File: config.mk
export PLATFORM = sky130hd
export DESIGN_NAME = conv_ctrl_fsm_param_flat
export DESIGN_NICKNAME = d
export VERILOG_FILES = /design/src/rtl/conv_ctrl_fsm_param_if.sv /design/src/rtl/conv_ctrl_fsm_param.sv /design/src/flat_wrapper.sv
export SDC_FILE = /design/constraint.sdc
export NUM_CORES = 1
export LEC_CHECK = 0
export CAP_MARGIN = 20
export CELL_PAD_IN_SITES_DETAIL_PLACEMENT = 1
export CELL_PAD_IN_SITES_GLOBAL_PLACEMENT = 1
export CORE_MARGIN = 4
export CORE_UTILIZATION = 32
export CTS_BUF_LIST = sky130_fd_sc_hd__clkbuf_4 sky130_fd_sc_hd__clkbuf_8
export DETAILED_ROUTE_END_ITERATION = 12
export PLACE_DENSITY = 0.59
export SLEW_MARGIN = 40
export SYNTH_ARGS = -nofsm -noshare
export SYNTH_HDL_FRONTEND = slang
export SYNTH_SLANG_ARGS = --single-unit
export TNS_END_PERCENT = 50
File: constraint.sdc
create_clock -name clk -period 2.7 [get_ports clk]
set_input_delay 0.27 -clock clk [delete_from_list [all_inputs] [get_ports clk]]
set_output_delay 0.27 -clock clk [all_outputs]
set_load 0.01 [all_outputs]
File: src/rtl/conv_ctrl_fsm_param_if.sv
// Control/handshake bundle between the conv control FSM (master) and the
// host/datapath side (slave). Select widths follow the FSM's beat counts.
interface conv_ctrl_fsm_param_if #(
   parameter int K_BEATS  = 12,
   parameter int I_BEATS  = 4,
   parameter int CC_BEATS = 6
);
   localparam int I_SEL_W = $clog2(I_BEATS);
   localparam int O_SEL_W = $clog2(CC_BEATS);

   logic               start;
   logic               abort;
   logic               running;
   logic               done;
   logic               con_valid;
   logic               con_ready;
   logic               out_ready;
   logic               output_valid;
   logic [31:0]        output_x;
   logic [31:0]        output_y;
   logic [31:0]        output_ch;
   logic [K_BEATS-1:0] kds_le_sel;
   logic [I_SEL_W-1:0] idss_le_sel;
   logic               idss_shift;
   logic [O_SEL_W-1:0] ods_sel_out;
   logic               ods_shift;
   logic               driving_cons;

   modport master (
      input  start, abort, con_valid, out_ready,
      output running, done, con_ready, output_valid, output_x, output_y, output_ch,
             kds_le_sel, idss_le_sel, idss_shift, ods_sel_out, ods_shift, driving_cons
   );

   modport slave (
      output start, abort, con_valid, out_ready,
      input  running, done, con_ready, output_valid, output_x, output_y, output_ch,
             kds_le_sel, idss_le_sel, idss_shift, ods_sel_out, ods_shift, driving_cons
   );
endinterface

File: src/rtl/conv_ctrl_fsm_param.sv
// Control FSM for the conv accelerator: kernel load, IDSS row preload and per-pixel
// compute beats, walking x / y / output-channel-group loops with handshaked I/O.
module conv_ctrl_fsm_param #(
   parameter int FEATURE_MAP_WIDTH  = 1024,
   parameter int FEATURE_MAP_HEIGHT = 1024,
   parameter int OUTPUT_NB_CHANNELS = 64,
   parameter int CH_OUT_PAR         = 4,
   parameter int K_BEATS            = 12,
   parameter int K_LOADS            = 7,
   parameter int I_BEATS            = 4,
   parameter int I_ROWS             = 4,
   parameter int CC_BEATS           = 6
) (
   input  logic                  clk,
   input  logic                  arst_n_in,
   conv_ctrl_fsm_param_if.master bus
);
   localparam int I_SEL_W = $clog2(I_BEATS);
   localparam int O_SEL_W = $clog2(CC_BEATS);

   localparam logic [31:0] K_LAST    = 32'(K_BEATS - 1);
   localparam logic [31:0] KL_LAST   = 32'(K_LOADS - 1);
   localparam logic [31:0] I_LAST    = 32'(I_BEATS - 1);
   localparam logic [31:0] IR_LAST   = 32'(I_ROWS - 1);
   localparam logic [31:0] CC_LAST   = 32'(CC_BEATS - 1);
   localparam logic [31:0] I_BEATS32 = 32'(I_BEATS);
   localparam logic [31:0] H_BEAT    = 32'(CC_BEATS / 2);
   localparam logic [31:0] H_LAST    = 32'(CC_BEATS / 2 - 1);
   localparam logic [31:0] X_LAST    = 32'(FEATURE_MAP_WIDTH - 1);
   localparam logic [31:0] Y_LAST    = 32'(FEATURE_MAP_HEIGHT - 1);
   localparam logic [31:0] G_LAST    = 32'(OUTPUT_NB_CHANNELS / CH_OUT_PAR - 1);
   localparam logic [31:0] CH_STEP   = 32'(CH_OUT_PAR);

   typedef enum logic [2:0] {
      S_IDLE,
      S_LOAD_K,
      S_LOAD_I,
      S_I_SHIFT,
      S_COMPUTE,
      S_FLUSH
   } state_t;

   state_t      state_q, state_d;
   logic [31:0] b_q, b_d;
   logic [31:0] kl_q, kl_d;
   logic [31:0] ir_q, ir_d;
   logic [31:0] x_q, x_d;
   logic [31:0] y_q, y_d;
   logic [31:0] grp_q, grp_d;
   logic [31:0] ch_q, ch_d;
   logic        ov_q, ov_d;
   logic [31:0] ox_q, ox_d;
   logic [31:0] oy_q, oy_d;
   logic [31:0] och_q, och_d;
   logic        done_q, done_d;

   logic               con_ready;
   logic [K_BEATS-1:0] kds_le_sel;
   logic [I_SEL_W-1:0] idss_le_sel;
   logic               idss_shift;
   logic [O_SEL_W-1:0] ods_sel_out;
   logic               ods_shift;
   logic               driving_cons;
   logic               advance;

   // NOTE: non-blocking assignments for all registered state so every flop
   // samples the pre-edge value of its neighbours.
   always_ff @(posedge clk or negedge arst_n_in) begin
      if (!arst_n_in) begin
         state_q <= S_IDLE;
         b_q     <= '0;
         kl_q    <= '0;
         ir_q    <= '0;
         x_q     <= '0;
         y_q     <= '0;
         grp_q   <= '0;
         ch_q    <= '0;
         ov_q    <= 1'b0;
         ox_q    <= '0;
         oy_q    <= '0;
         och_q   <= '0;
         done_q  <= 1'b0;
      end else begin
         state_q <= state_d;
         b_q     <= b_d;
         kl_q    <= kl_d;
         ir_q    <= ir_d;
         x_q     <= x_d;
         y_q     <= y_d;
         grp_q   <= grp_d;
         ch_q    <= ch_d;
         ov_q    <= ov_d;
         ox_q    <= ox_d;
         oy_q    <= oy_d;
         och_q   <= och_d;
         done_q  <= done_d;
      end
   end

   // NOTE: every variable gets a default before the case, so no path through
   // this block can infer a latch.
   always_comb begin
      state_d      = state_q;
      b_d          = b_q;
      kl_d         = kl_q;
      ir_d         = ir_q;
      x_d          = x_q;
      y_d          = y_q;
      grp_d        = grp_q;
      ch_d         = ch_q;
      ov_d         = ov_q;
      ox_d         = ox_q;
      oy_d         = oy_q;
      och_d        = och_q;
      done_d       = 1'b0;
      con_ready    = 1'b0;
      kds_le_sel   = '0;
      idss_le_sel  = '0;
      idss_shift   = 1'b0;
      ods_sel_out  = '1;
      ods_shift    = 1'b0;
      driving_cons = 1'b0;
      advance      = 1'b0;

      if (ov_q && bus.out_ready) begin
         ov_d = 1'b0;
      end

      // Abort beats every stall and transfer; strobes stay at their defaults.
      if (state_q != S_IDLE && bus.abort) begin
         state_d = S_IDLE;
         ov_d    = 1'b0;
      end else begin
         unique case (state_q)
            S_IDLE: begin
               if (bus.start) begin
                  state_d = S_LOAD_K;
                  b_d     = '0;
                  kl_d    = '0;
                  ir_d    = '0;
                  x_d     = '0;
                  y_d     = '0;
                  grp_d   = '0;
                  ch_d    = '0;
               end
            end

            S_LOAD_K: begin
               con_ready  = 1'b1;
               kds_le_sel = K_BEATS'(1) << b_q;
               if (bus.con_valid) begin
                  if (b_q == K_LAST) begin
                     b_d  = '0;
                     kl_d = kl_q + 32'd1;
                     if (kl_q == KL_LAST) begin
                        state_d = S_LOAD_I;
                        ir_d    = '0;
                     end
                  end else begin
                     b_d = b_q + 32'd1;
                  end
               end
            end

            S_LOAD_I: begin
               con_ready   = 1'b1;
               idss_le_sel = b_q[I_SEL_W-1:0];
               if (bus.con_valid) begin
                  if (b_q == I_LAST) begin
                     b_d     = '0;
                     state_d = S_I_SHIFT;
                  end else begin
                     b_d = b_q + 32'd1;
                  end
               end
            end

            S_I_SHIFT: begin
               idss_shift = 1'b1;
               ir_d       = ir_q + 32'd1;
               state_d    = (ir_q == IR_LAST) ? S_COMPUTE : S_LOAD_I;
            end

            S_COMPUTE: begin
               ods_sel_out  = b_q[O_SEL_W-1:0];
               driving_cons = (b_q >= H_BEAT);
               if (b_q < I_BEATS32) begin
                  con_ready   = 1'b1;
                  idss_le_sel = b_q[I_SEL_W-1:0];
                  advance     = bus.con_valid;
               end else if (b_q == CC_LAST) begin
                  // An unaccepted previous result blocks the next capture.
                  advance = !(ov_q && !bus.out_ready);
               end else begin
                  advance = 1'b1;
               end

               if (advance && b_q == H_LAST) begin
                  idss_shift = 1'b1;
               end

               if (advance) begin
                  if (b_q != CC_LAST) begin
                     b_d = b_q + 32'd1;
                  end else begin
                     b_d        = '0;
                     idss_shift = 1'b1;
                     ods_shift  = 1'b1;
                     ov_d       = 1'b1;
                     ox_d       = x_q;
                     oy_d       = y_q;
                     och_d      = ch_q;
                     if (x_q != X_LAST) begin
                        x_d = x_q + 32'd1;
                     end else begin
                        x_d = '0;
                        if (y_q != Y_LAST) begin
                           y_d     = y_q + 32'd1;
                           ir_d    = '0;
                           state_d = S_LOAD_I;
                        end else begin
                           y_d = '0;
                           if (grp_q != G_LAST) begin
                              grp_d   = grp_q + 32'd1;
                              ch_d    = ch_q + CH_STEP;
                              kl_d    = '0;
                              state_d = S_LOAD_K;
                           end else begin
                              state_d = S_FLUSH;
                           end
                        end
                     end
                  end
               end
            end

            S_FLUSH: begin
               if (!ov_q || bus.out_ready) begin
                  done_d  = 1'b1;
                  state_d = S_IDLE;
               end
            end

            default: begin
               state_d = S_IDLE;
            end
         endcase
      end
   end

   assign bus.running      = (state_q != S_IDLE);
   assign bus.done         = done_q;
   assign bus.con_ready    = con_ready;
   assign bus.output_valid = ov_q;
   assign bus.output_x     = ox_q;
   assign bus.output_y     = oy_q;
   assign bus.output_ch    = och_q;
   assign bus.kds_le_sel   = kds_le_sel;
   assign bus.idss_le_sel  = idss_le_sel;
   assign bus.idss_shift   = idss_shift;
   assign bus.ods_sel_out  = ods_sel_out;
   assign bus.ods_shift    = ods_shift;
   assign bus.driving_cons = driving_cons;

endmodule

File: src/flat_wrapper.sv
// flat-port wrapper written by rule: the top's interface ports become plain ports
module conv_ctrl_fsm_param_flat 
#(
   parameter int FEATURE_MAP_WIDTH  = 1024,
   parameter int FEATURE_MAP_HEIGHT = 1024,
   parameter int OUTPUT_NB_CHANNELS = 64,
   parameter int CH_OUT_PAR         = 4,
   parameter int K_BEATS            = 12,
   parameter int K_LOADS            = 7,
   parameter int I_BEATS            = 4,
   parameter int I_ROWS             = 4,
   parameter int CC_BEATS           = 6
)
  (clk, arst_n_in, bus_start, bus_abort, bus_con_valid, bus_out_ready, bus_running, bus_done, bus_con_ready, bus_output_valid, bus_output_x, bus_output_y, bus_output_ch, bus_kds_le_sel, bus_idss_le_sel, bus_idss_shift, bus_ods_sel_out, bus_ods_shift, bus_driving_cons);
  conv_ctrl_fsm_param_if #(.K_BEATS(K_BEATS), .I_BEATS(I_BEATS), .CC_BEATS(CC_BEATS)) bus_i ();
  input  logic clk;
  input  logic arst_n_in;
  input wire logic [$bits(bus_i.start)-1:0] bus_start;
  input wire logic [$bits(bus_i.abort)-1:0] bus_abort;
  input wire logic [$bits(bus_i.con_valid)-1:0] bus_con_valid;
  input wire logic [$bits(bus_i.out_ready)-1:0] bus_out_ready;
  output wire logic [$bits(bus_i.running)-1:0] bus_running;
  output wire logic [$bits(bus_i.done)-1:0] bus_done;
  output wire logic [$bits(bus_i.con_ready)-1:0] bus_con_ready;
  output wire logic [$bits(bus_i.output_valid)-1:0] bus_output_valid;
  output wire logic [$bits(bus_i.output_x)-1:0] bus_output_x;
  output wire logic [$bits(bus_i.output_y)-1:0] bus_output_y;
  output wire logic [$bits(bus_i.output_ch)-1:0] bus_output_ch;
  output wire logic [$bits(bus_i.kds_le_sel)-1:0] bus_kds_le_sel;
  output wire logic [$bits(bus_i.idss_le_sel)-1:0] bus_idss_le_sel;
  output wire logic [$bits(bus_i.idss_shift)-1:0] bus_idss_shift;
  output wire logic [$bits(bus_i.ods_sel_out)-1:0] bus_ods_sel_out;
  output wire logic [$bits(bus_i.ods_shift)-1:0] bus_ods_shift;
  output wire logic [$bits(bus_i.driving_cons)-1:0] bus_driving_cons;
  assign bus_i.start = bus_start;
  assign bus_i.abort = bus_abort;
  assign bus_i.con_valid = bus_con_valid;
  assign bus_i.out_ready = bus_out_ready;
  assign bus_running = bus_i.running;
  assign bus_done = bus_i.done;
  assign bus_con_ready = bus_i.con_ready;
  assign bus_output_valid = bus_i.output_valid;
  assign bus_output_x = bus_i.output_x;
  assign bus_output_y = bus_i.output_y;
  assign bus_output_ch = bus_i.output_ch;
  assign bus_kds_le_sel = bus_i.kds_le_sel;
  assign bus_idss_le_sel = bus_i.idss_le_sel;
  assign bus_idss_shift = bus_i.idss_shift;
  assign bus_ods_sel_out = bus_i.ods_sel_out;
  assign bus_ods_shift = bus_i.ods_shift;
  assign bus_driving_cons = bus_i.driving_cons;
  conv_ctrl_fsm_param #(.FEATURE_MAP_WIDTH(FEATURE_MAP_WIDTH), .FEATURE_MAP_HEIGHT(FEATURE_MAP_HEIGHT), .OUTPUT_NB_CHANNELS(OUTPUT_NB_CHANNELS), .CH_OUT_PAR(CH_OUT_PAR), .K_BEATS(K_BEATS), .K_LOADS(K_LOADS), .I_BEATS(I_BEATS), .I_ROWS(I_ROWS), .CC_BEATS(CC_BEATS)) u_core (.clk(clk), .arst_n_in(arst_n_in), .bus(bus_i));
endmodule
# After elaboration in Yosys (flattened, before gate mapping)
# Cells that the tools add are included.
[totals]
word_cells = 177
regBits = 325
in_bits = 6
output_inout_bits = 120
[classes]
magnitude_cmp = 2
n_mux = 93
n_addsub = 7
reduce_logical = 23
shift = 1
n_bitwise = 2
n_eq_ne = 36
[op_table]
columns = ["op", "count"]
rows = [
  ["32-bit 2-to-1 mux", 38],
  ["32-bit one-hot mux with 2 select lines", 4],
  ["32-bit one-hot mux with 4 select lines", 2],
  ["32-bit by 1-bit adder with 32-bit output (second input constant)", 6],
  ["32-bit by 2-bit == test with 1-bit output (second input constant)", 3],
  ["32-bit one-hot mux with 3 select lines", 1],
  ["32-bit by 3-bit == test with 1-bit output (second input constant)", 2],
  ["32-bit by 10-bit inequality test with 1-bit output (second input constant)", 2],
  ["3-bit 2-to-1 mux", 16],
  ["32-bit by 3-bit adder with 32-bit output (second input constant)", 1],
  ["32-bit by 4-bit == test with 1-bit output (second input constant)", 1],
  ["32-bit by 2-bit >= comparator with 1-bit output (second input constant)", 1],
  ["32-bit by 3-bit less-than comparator with 1-bit output (second input constant)", 1],
  ["32-bit by 3-bit inequality test with 1-bit output (second input constant)", 1],
  ["32-bit by 4-bit inequality test with 1-bit output (second input constant)", 1],
  ["1-bit by 32-bit << shifter with 12-bit output (first input constant)", 1],
  ["10-bit AND reduction", 3],
  ["1-bit 2-to-1 mux", 24],
  ["12-bit 2-to-1 mux", 2],
  ["3-bit one-hot mux with 6 select lines", 1],
  ["3-bit by 1-bit inequality test with 1-bit output (second input constant)", 5],
  ["3-bit by 2-bit inequality test with 1-bit output (second input constant)", 5],
  ["2-bit inequality test (second input constant)", 6],
  ["6-bit AND reduction", 2],
  ["other kinds (19)", 35],
]

# Longest topological paths before layout
# Gate-level depths: netlist (run 1).
[logic_depth]
depth_word = 13
ltp_mapped = 13
ltp_nobuf = 8

# Least setup slack after synthesis (run 1)
# OpenSTA, ideal clock, no wires.
[synth_path]
path_type = "flip-flop to flip-flop"
from = "register u_core.b_q[1]"
to = "register u_core.ch_q[21]"
required_time_ns = 2.597
n_path_buf = 3
setup_ns = 0.103
arrival_time_ns = 2.585
path_stages_with_launch = 12
synth_period_minus_slack_ns = 2.688
path_slack_ns = 0.012
cell_sequence = "dfrtp_1 -> clkbuf_1 -> inv_1 -> ha_1 -> and3b_1 -> nand2_1 -> o31ai_4 -> nand3_2 -> or4_1 -> buf_2 -> buf_6 -> o41ai_2"
[synth_via]
elab_chain_cells = 7
word_cells_on_any_way = 10
cone_classes = "1 x order compare; 4 x eq/ne; 4 x mux; 1 x reduce/logical"
[synth_rtl]
columns = ["element", "line", "source"]
rows = [
  ["start, declared", "conv_ctrl_fsm_param.sv:44", "logic [31:0] b_q, b_d;"],
  ["start signal, assigned", "conv_ctrl_fsm_param.sv:71", "b_q <= '0;"],
  ["start signal, assigned", "conv_ctrl_fsm_param.sv:85", "b_q <= b_d;"],
  ["branches (longest 6 deep; another with 32-bit by 3-bit less-than comparator with 1-bit output)", "-", ""],
  ["8-bit AND reduction (no line) *", "-", ""],
  ["end signal, assigned", "conv_ctrl_fsm_param.sv:91", "ch_q <= ch_d;"],
  ["end, declared", "conv_ctrl_fsm_param.sv:50", "logic [31:0] ch_q, ch_d;"],
]
# Mark *: on every way between the ends. The select of a mux whose other input is x is not followed.
# A chain may end at the register's enable or synchronous reset.

# Worst setup path after layout (run 1)
[layout_path]
from = "register u_core.b_q[23]"
to = "output port bus_kds_le_sel[8]"
[layout_via]
elab_chain_cells = 3
[layout_rtl]
columns = ["element", "line", "source"]
rows = [
  ["1-bit by 32-bit << shifter with 12-bit output", "conv_ctrl_fsm_param.sv:150", "kds_le_sel = K_BEATS'(1) << b_q;"],
  ["12-bit 2-to-1 mux", "conv_ctrl_fsm_param.sv:134", "unique case (state_q)"],
  ["12-bit 2-to-1 mux", "conv_ctrl_fsm_param.sv:130", "if (state_q != S_IDLE && bus.abort) begin"],
  ["end, declared", "flat_wrapper.sv:29", "output wire logic [$bits(bus_i.kds_le_sel)-1:0] bus_kds_le_sel;"],
]
# Every way passes these cells.

==> reports/qor.json, run 1 <==
{
  "layout.area.seq_um2": 8033,
  "drtAntennaViolNets": 0,
  "final_period_demand_of_the_worst_path_ns": 3.061,
  "synth.distinct_cells": 73,
  "max_slew_margin_pct": 51.56,
  "fmaxAchievable_mhz": 326.7,
  "worst-setup-path-type": "flip-flop to output port",
  "clock_insertion_delay_worst_skew_ns": 0.62,
  "totalPowerFinal_w": 0.01434,
  "floorplan.die.width_um": 240.3,
  "drive_gt1_share_pct": 23.97,
  "placement.io_buffers": 123,
  "floorplan.die.height_um": 240.3,
  "num-nets-final": 2373,
  "final_core_utilization_pct": 44.87,
  "reg2reg_from": "u_core.b_q[23]$_DFFE_PN0P_",
  "finalSetupTns_ns": -25.41,
  "synth_enable_flop_cells": 0,
  "cts_inserted_buffers": 66,
  "die-area_um2": 57750,
  "drt_drc_violations_left": 0,
  "actual_transition_at_the_worst_max_transition_pin_ns": 0.7267,
  "worst_ep_arrival_time_ns": 2.79,
  "globalRoute.totalOverflow": 0,
  "result_of_the_run": "finished with violations",
  "grt_max_degree": 102,
  "net_switching_share_of_the_total_power_pct": 33.62,
  "vias": 17210,
  "leakagePower_nw": 10.47,
  "reg2reg_slack_ns": -0.29,
  "clock-sinks": 321,
  "worstReg2RegEnd": "u_core.kl_q[14]$_DFFE_PN0P_",
  "synth_top_cell_area_share_pct": 46.51,
  "grt_antenna_before_repair": 2,
  "power_frac_seq_pct": 34.8,
  "multiInputGateArea_um2": 9376,
  "clk_path_buf_depth": 3,
  "r2r_cells": 11,
  "ir_worst_vdd_mv": 0.3026,
  "tritoncts": "done",
  "area_delta_synth_final_pct": 37.64,
  "placementRows": 84,
  "dp_hpwl_um": 39740,
  "synthFlopType": "sky130_fd_sc_hd__dfrtp_1",
  "dr.first_iter.drc_count": 892,
  "final.setup_skew_ns": 0.02650,
  "violations": "setup timing",
  "route.final.wire_length_um": 60740,
  "netSwitchingPower_w": 0.004822,
  "grt_pass1_vias": 18130,
  "grt_util_all_layers_pct": 20.48,
  "critical_path_required_ns": 2.43,
  "synth_top_cell_by_area": "sky130_fd_sc_hd__dfrtp_1",
  "internal-power_w": 0.009521,
  "holdCritPathClass": "input pin to asynchronous set/reset pin",
  "globalplace.congestion": 0.8125,
  "critical_path.startpoint_type": "flip-flop",
  "power_frac_clock_pct": 38.3,
  "synth-seq-cells": 321,
  "synth_async_sr_flop_share_pct": 100.0,
  "via_per_inst": 5.560,
  "power.share.combinational_pct": 26.9,
  "io-pin-count": 126,
  "nature_of_the_critical_path_endpoint": "output port",
  "drtPass1Iterations": 5,
  "powerDensity_nw_per_um2": 603.4,
  "final.period_utilization_pct": 113.4,
  "finalSetupViolCount": 146,
  "post_synth_instance_area_um2": 17270,
  "syn_avg_cell_area_um2": 8.605,
  "postSynthCellCount": 2007,
  "yosysWarnings": 0,
  "clkTransAtPathRegs_ns": 0.06,
  "wl_per_cell_um": 19.62,
  "drv_slew": 0,
  "report.final.hold_viol_count": 0,
  "synth.yosys.seq_area_share_pct": 46.51,
  "grt_setup_unrepaired": "true",
  "fp.coreArea_um2": 52970,
  "global_route_wire_length_before_repair_um": 97410,
  "critical-path-max-stage-delay_ns": 0.56,
  "critical-path-slowest-cell": "sky130_fd_sc_hd__or4b_4",
  "worst_slack_ns": -0.3611,
  "htree_levels": 3,
  "crit_path_cell_trace": "nor4_4 -> nand4_2 -> buf_6 -> or2_4 -> or4b_4 -> nor3_2 -> buf_2",
  "critPathMaxFanout": 4,
  "cap_violations": 0,
  "initial_core_util_pct": 32.60,
  "fillCellCount": 6120,
  "yosys-top-cells-area": "sky130_fd_sc_hd__dfrtp_1 (47%), sky130_fd_sc_hd__nand2_1 (8.9%), sky130_fd_sc_hd__o31ai_1 (7.4%), sky130_fd_sc_hd__o21ai_0 (3.0%), sky130_fd_sc_hd__nor2_1 (2.8%)",
  "root_buffer": "sky130_fd_sc_hd__clkbuf_8"
}
## through the flow
step | setup WS [ns] | cells | instance area (um2) | hold WS [ns]
2_1_floorplan | 0.01174 | 2008 | 17270 | -0.02559
3_3_place_gp | -0.3711 | 2927 | 20890 | 0.2744
3_5_place_dp | -0.4193 | 2927 | 20890 | 0.2800
4_1_cts | -0.4704 | 3078 | 23170 | 0.1894
5_1_grt | -0.4715 | 3096 | 23770 | 0.2237
6_report | -0.3611 | 3096 | 23770 | 0.2233
## cell families after synthesis
logic type | count (synthesis) | synth area share, %
flops | 321 | 46.51
simple gates | 961 | 27.47
mux | 6 | 0.3550
xor+xnor | 24 | 1.217
fa+ha+maj | 10 | 0.7245
other cells | 1 | 0.02171
buf+inv | 170 | 3.985
compound gates | 514 | 19.72
## synth_stat cells (12+ instances only)
cell type and instances:
sky130_fd_sc_hd__nand2_1 410, sky130_fd_sc_hd__dfrtp_1 321, sky130_fd_sc_hd__o31ai_1 171, sky130_fd_sc_hd__nor2_1 127, sky130_fd_sc_hd__o21ai_0 103, sky130_fd_sc_hd__clkbuf_1 102, sky130_fd_sc_hd__a21oi_1 93, sky130_fd_sc_hd__nand3_1 85
sky130_fd_sc_hd__a31oi_1 63, sky130_fd_sc_hd__nand4_1 62, sky130_fd_sc_hd__and3_1 47, sky130_fd_sc_hd__nor4_1 45, sky130_fd_sc_hd__inv_1 34, sky130_fd_sc_hd__or4_1 31, sky130_fd_sc_hd__nor3_1 29, sky130_fd_sc_hd__and2_1 23
sky130_fd_sc_hd__buf_2 22, sky130_fd_sc_hd__and4_1 20, sky130_fd_sc_hd__or3_1 17, sky130_fd_sc_hd__nand2b_1 15, sky130_fd_sc_hd__o41ai_1 13, sky130_fd_sc_hd__xnor2_1 12, sky130_fd_sc_hd__xor2_1 12
## layer usage
layer	share of wire (%)	routed length, um	track usage, %
met1	46	27970	27.21
met4	1.6	979	5.474
met2	49	29840	34.96
met5	0.021	13	0
met3	3.2	1938	3.177
## worst max-delay path: cells and delay by family (launching register included)
family,cells,cell delay (ns)
flops,1,0.40
buf+inv,2,0.32
simple gates,5,1.45
## registers in the layout, summed over array words and instances (netlist names)
signal,cells
u_core.b_q,32
u_core.bus.done,1
u_core.bus.output_ch,30
u_core.bus.output_valid,1
u_core.bus.output_x,32
u_core.bus.output_y,32
u_core.ch_q,30
u_core.grp_q,32
u_core.ir_q,32
u_core.kl_q,32
u_core.state_q,3
u_core.x_q,32
u_core.y_q,32
## worst max-delay path by stage
stage               slack (ns)                     endpoint                  startpoint
detailed placement       -0.42   u_core.kl_q[6]$_DFFE_PN0P_  u_core.b_q[23]$_DFFE_PN0P_
global placement         -0.37            bus_kds_le_sel[8]  u_core.b_q[26]$_DFFE_PN0P_
finish                   -0.36            bus_kds_le_sel[8]  u_core.b_q[23]$_DFFE_PN0P_
CTS                      -0.47            bus_kds_le_sel[8]  u_core.b_q[31]$_DFFE_PN0P_
global route             -0.47                bus_con_ready  u_core.b_q[29]$_DFFE_PN0P_
floorplan                 0.01  u_core.ch_q[21]$_DFFE_PN0P_   u_core.b_q[1]$_DFFE_PN0P_
## timing repair
action	4_1_cts	5_1_grt
hold buffers	1	0
endpoints found under the hold margin	50	0
setup endpoints to repair	197	299
gates resized for setup	192	76
pin swaps	26	11
setup buffers	23	13
cloned	9	6
## power by group through the flow
stage	sequential, W	clock [W]	combinational [W]
CTS	0.00499	0.00570	0.00351
detailed placement	0.00507	0	0.00311
global placement	0.00506	0	0.00306
finish	0.00499	0.00549	0.00386
global route	0.00500	0.00593	0.00415
floorplan	0.00504	0	0.00156
## cell type report
class | count | area share (%)
Sequential cell | 321 | 33.79
Multi-Input combinational cell | 1520 | 39.45
Timing Repair Buffer | 414 | 16.62
Tap cell | 688 | 3.621
Clock buffer | 109 | 5.706
Inverter | 34 | 0.5369
Antenna cell | 1 | 0.01053
Clock inverter | 9 | 0.2684
## cell usage in the layout, fill, tap and decap left out, types with 62 or more instances in the layout
cell type,count
sky130_fd_sc_hd__o21ai_0,91
sky130_fd_sc_hd__nand4_1,62
sky130_fd_sc_hd__a31oi_1,63
sky130_fd_sc_hd__a21oi_1,89
sky130_fd_sc_hd__clkdlybuf4s50_1,104
sky130_fd_sc_hd__o31ai_2,64
sky130_fd_sc_hd__nand2_1,407
sky130_fd_sc_hd__nor2_1,119
sky130_fd_sc_hd__o31ai_1,98
sky130_fd_sc_hd__dfrtp_1,321
sky130_fd_sc_hd__buf_4,237
sky130_fd_sc_hd__nand3_1,85
sky130_fd_sc_hd__clkbuf_8,86
(Power assumes the default switching activity.)
==> run 2: changes to the inputs <==
--- a/config.mk
+++ b/config.mk
@@ -12,7 +12,7 @@
 export CORE_UTILIZATION = 32
 export CTS_BUF_LIST = sky130_fd_sc_hd__clkbuf_4 sky130_fd_sc_hd__clkbuf_8
 export DETAILED_ROUTE_END_ITERATION = 12
-export PLACE_DENSITY = 0.59
+export PLACE_DENSITY = 0.67
 export SLEW_MARGIN = 40
 export SYNTH_ARGS = -nofsm -noshare
 export SYNTH_HDL_FRONTEND = slang
==> run 2 against run 1 <==
  * The run still ends with setup timing left
  * Worst hold slack worse by 0.12 ns
  * Global-route usage is 0.31 points lower
  * Maximum frequency is 0.53% higher
  * Final cell count is 0.36% higher
  * First-iteration DRC count is 22% higher
  * Register-to-register slack worse by 0.03 ns
  * Worst setup slack better by 0.016 ns
  * Sequential power hardly changed
  * Core utilization is 3.4 points higher
  * Design area is 7.5% higher
  * Via count is 3.2% higher
  * Count of clock-buffer cells in the layout is 12 lower
  * Highest routed layer is now met4
==> reports/qor.json, run 2 (synthesis results as in run 1) <==
{
  "num-nets-final": {"value": 2387, "change": "was 2373"},
  "critical-path-max-stage-delay": {"value": 0.55, "unit": "ns", "change": "was 0.56 ns"},
  "worst_slack": {"value": -0.3448, "unit": "ns", "change": "was -0.3611 ns"},
  "critPathMaxFanout": {"value": 4, "change": "unchanged"},
  "root_buffer": {"value": "sky130_fd_sc_hd__clkbuf_8", "change": "unchanged"},
  "cts_inserted_buffers": {"value": 59, "change": "was 66"},
  "io-pin-count": {"value": 126, "change": "unchanged"},
  "finalInstanceArea": {"value": 25560, "unit": "um2", "change": "was 23770 um2"},
  "fmaxAchievable": {"value": 328.4, "unit": "MHz", "change": "was 326.7 MHz"},
  "final_cell_mix": {"value": "sky130_fd_sc_hd__nand2_1 (405), sky130_fd_sc_hd__dfrtp_1 (319), sky130_fd_sc_hd__buf_4 (232), sky130_fd_sc_hd__nor2_1 (115), sky130_fd_sc_hd__clkdlybuf4s50_1 (101)", "change": "was sky130_fd_sc_hd__nand2_1 (407), sky130_fd_sc_hd__dfrtp_1 (321), sky130_fd_sc_hd__buf_4 (237), sky130_fd_sc_hd__nor2_1 (119), sky130_fd_sc_hd__clkdlybuf4s50_1 (104)"},
  "grt_util_all_layers": {"value": 20.17, "unit": "%", "change": "was 20.48%"},
  "worst-setup-path-type": {"value": "flip-flop to output port", "change": "unchanged"},
  "final_common_cell": {"value": "sky130_fd_sc_hd__nand2_1", "change": "unchanged"},
  "final.setup_skew": {"value": 0.05416, "unit": "ns", "change": "was 0.02650 ns"},
  "grt_antenna_before_repair": {"value": 0, "change": "was 2"},
  "violations": {"value": "setup timing", "change": "unchanged"},
  "clk_path_buf_depth": {"value": 3, "change": "unchanged"},
  "critical-path-slowest-cell": {"value": "sky130_fd_sc_hd__or4b_4", "change": "unchanged"},
  "placed_area": {"value": 20920, "unit": "um2", "change": "was 20890 um2"},
  "floorplan.die.height": {"value": 240.3, "unit": "um", "change": "unchanged"},
  "area_delta_synth_final": {"value": 48.00, "unit": "%", "change": "was 37.64%"},
  "critical_path_required": {"value": 2.43, "unit": "ns", "change": "about the same"},
  "nature_of_the_critical_path_endpoint": {"value": "output port", "change": "unchanged"},
  "drtPass1Iterations": {"value": 5, "change": "unchanged"},
  "wl_per_cell": {"value": 21.30, "unit": "um", "change": "was 19.62 um"},
  "critical_path.startpoint_type": {"value": "flip-flop", "change": "unchanged"},
  "dr.first_iter.drc_count": {"value": 1084, "change": "was 892"},
  "tritoncts": {"value": "done", "change": "unchanged"},
  "result_of_the_run": {"value": "finished with violations", "change": "unchanged"},
  "floorplan.die.width": {"value": 240.3, "unit": "um", "change": "unchanged"},
  "grt_setup_unrepaired": {"value": "true", "change": "unchanged"},
  "drtAntennaViolNets": {"value": 0, "change": "unchanged"},
  "worst_ep_arrival_time": {"value": 2.77, "unit": "ns", "change": "was 2.79 ns"},
  "clock-sinks": {"value": 321, "change": "unchanged"},
  "actual_transition_at_the_worst_max_transition_pin": {"value": 0.7429, "unit": "ns", "change": "was 0.7267 ns"},
  "route.final.wire_length": {"value": 66170, "unit": "um", "change": "was 60740 um"},
  "grt_max_degree": {"value": 101, "change": "was 102"},
  "fp.coreArea": {"value": 52970, "unit": "um2", "change": "unchanged"},
  "drv_slew": {"value": 0, "change": "unchanged"},
  "placementRows": {"value": 84, "change": "unchanged"},
  "htree_levels": {"value": 2, "change": "was 3"},
  "final_core_utilization": {"value": 48.25, "unit": "%", "change": "was 44.87%"},
  "global_route_wire_length_before_repair": {"value": 96970, "unit": "um", "change": "was 97410 um"},
  "final_period_demand_of_the_worst_path": {"value": 3.045, "unit": "ns", "change": "was 3.061 ns"},
  "cap_violations": {"value": 0, "change": "unchanged"},
  "clock_insertion_delay_worst_skew": {"value": 0.70, "unit": "ns", "change": "was 0.62 ns"},
  "leakagePower": {"value": 10.86, "unit": "nW", "change": "was 10.47 nW"},
  "crit_path_cell_trace": {"value": "nor4_2 -> nand4_4 -> or2_4 -> or4b_4 -> nor3_4 -> buf_2", "change": "was nor4_4 -> nand4_2 -> buf_6 -> or2_4 -> or4b_4 -> nor3_2 -> buf_2"},
  "final.period_utilization": {"value": 112.8, "unit": "%", "change": "was 113.4%"},
  "globalplace.congestion": {"value": 0.8509, "change": "was 0.8125"},
  "report.final.hold_viol_count": {"value": 0, "change": "unchanged"},
  "via_per_inst": {"value": 5.719, "change": "was 5.560"},
  "finalSetupViolCount": {"value": 142, "change": "was 146"},
  "max_slew_margin": {"value": 50.09, "unit": "%", "change": "was 51.56%"},
  "dp_hpwl": {"value": 39240, "unit": "um", "change": "was 39740 um"},
  "drive_gt1_share": {"value": 29.81, "unit": "%", "change": "was 23.97%"},
  "powerDensity": {"value": 609.2, "unit": "nW/um2", "change": "was 603.4 nW/um2"},
  "clkTransAtPathRegs": {"value": 0.06, "unit": "ns", "change": "about the same"},
  "initial_core_util": {"value": 32.60, "unit": "%", "change": "unchanged"},
  "die-area": {"value": 57750, "unit": "um2", "change": "unchanged"},
  "grt_pass1_vias": {"value": 18280, "change": "was 18130"},
  "placement.io_buffers": {"value": 123, "change": "unchanged"},
  "globalRoute.totalOverflow": {"value": 0, "change": "unchanged"},
  "vias": {"value": 17770, "change": "was 17210"},
  "fillCellCount": {"value": 5911, "change": "was 6120"},
  "dp_slack": {"value": -0.4032, "unit": "ns", "change": "was -0.4193 ns"},
  "holdCritPathClass": {"value": "input pin to asynchronous set/reset pin", "change": "unchanged"},
  "drt_drc_violations_left": {"value": 0, "change": "unchanged"},
  "ir_worst_vdd": {"value": 0.3950, "unit": "mV", "change": "was 0.3026 mV"},
  "antenna-diode-count": {"value": 0, "change": "was 1"}
}
-- run 2: cell count changes in the layout (fill, tap and decap cells not counted), sizes merged --
cell | before | now
buf | 303 | 314
clkinv | 4 | 8
clkdlybuf4s50 | 104 | 101
dlygate4sd2 | 0 | 3
inv | 37 | 35
bufinv | 0 | 1
clkbuf | 114 | 113
clkdlybuf4s15 | 1 | 0
diode | 1 | 0
-- run 2: final timing paths --
| check | slack, ns | to | cells past startpoint | startpoint |
|---|---|---|---|---|
| setup / recovery | -0.34 | bus_kds_le_sel[8] | 6 | u_core.b_q[30]$_DFFE_PN0P_ |
| hold / removal | 0.10 | u_core.bus.output_ch[10]$_DFFE_PN0P_ | 2 | arst_n_in |
| setup reg to reg | -0.32 | u_core.ch_q[9]$_DFFE_PN0P_ | 11 | u_core.b_q[30]$_DFFE_PN0P_ |
| hold reg to reg | 0.46 | u_core.bus.output_x[8]$_DFFE_PN0P_ | 2 | u_core.bus.output_x[8]$_DFFE_PN0P_ |
| max in group asynchronous | 1.68 | u_core.b_q[22]$_DFFE_PN0P_ | 4 | arst_n_in |
| min in group clk | 0.42 | u_core.bus.output_valid$_DFF_PN0_ | 4 | bus_out_ready |
-- run 2: layout make-up --
cell class / count / area [um2] / area share [%]
Multi-Input combinational cell: 1520 / 10840 / 42.41
Sequential cell: 321 / 8035 / 31.44
Timing Repair Buffer: 435 / 4390 / 17.18
Clock buffer: 97 / 1204 / 4.709
Tap cell: 688 / 860.8 / 3.368
Inverter: 34 / 127.6 / 0.4993
Clock inverter: 12 / 101.3 / 0.3965
-- run 2: worst max-delay path: cells and delay by family, from the launching register on --
| kind | cells | cell delay, ns |
|---|---|---|
| DFF | 1 | 0.40 |
| buffers and inverters | 1 | 0.15 |
| and+or+nand+nor | 5 | 1.54 |
-- run 2: stage by stage --
stage,TNS (ns),cells,hold slack [ns],total power [W]
floorplan,0,2008,-0.02559,0.006600
global placement,-25.43,2930,0.2372,0.008066
detailed placement,-30.67,2930,0.2403,0.008158
CTS,-39.65,3060,0.08879,0.01415
global route,-37.51,3107,0.1220,0.01618
finish,-20.02,3107,0.1049,0.01557
-- run 2: layer usage --
metal  vias to the layer above  routed length (um)  GRT usage (%)
li1                       8164                   -              -
met1                      9034               28210          26.43
met2                       445               33540          34.70
met3                       126                2704          3.166
met4                         0                1712          5.666
met5                         -                   0              0
-- run 2: power breakdown --
group	total, W	switching [W]	leakage [nW]	internal (W)
registers	0.00500	0.000113	4.48	0.00488
logic	0.00538	0.00334	5.69	0.00204
clock network	0.00519	0.00228	0.696	0.00291
total	0.0156	0.00573	10.9	0.00984
-- run 2: what timing repair did --
item / CTS / global route
resized for setup: 215 / 333
setup buffers: 13 / 33
hold endpoints to repair: 153 / 0
pin swaps: 40 / 156
cloned: 9 / 18
hold buffers: 1 / 0
endpoints found under the setup margin: 214 / 266
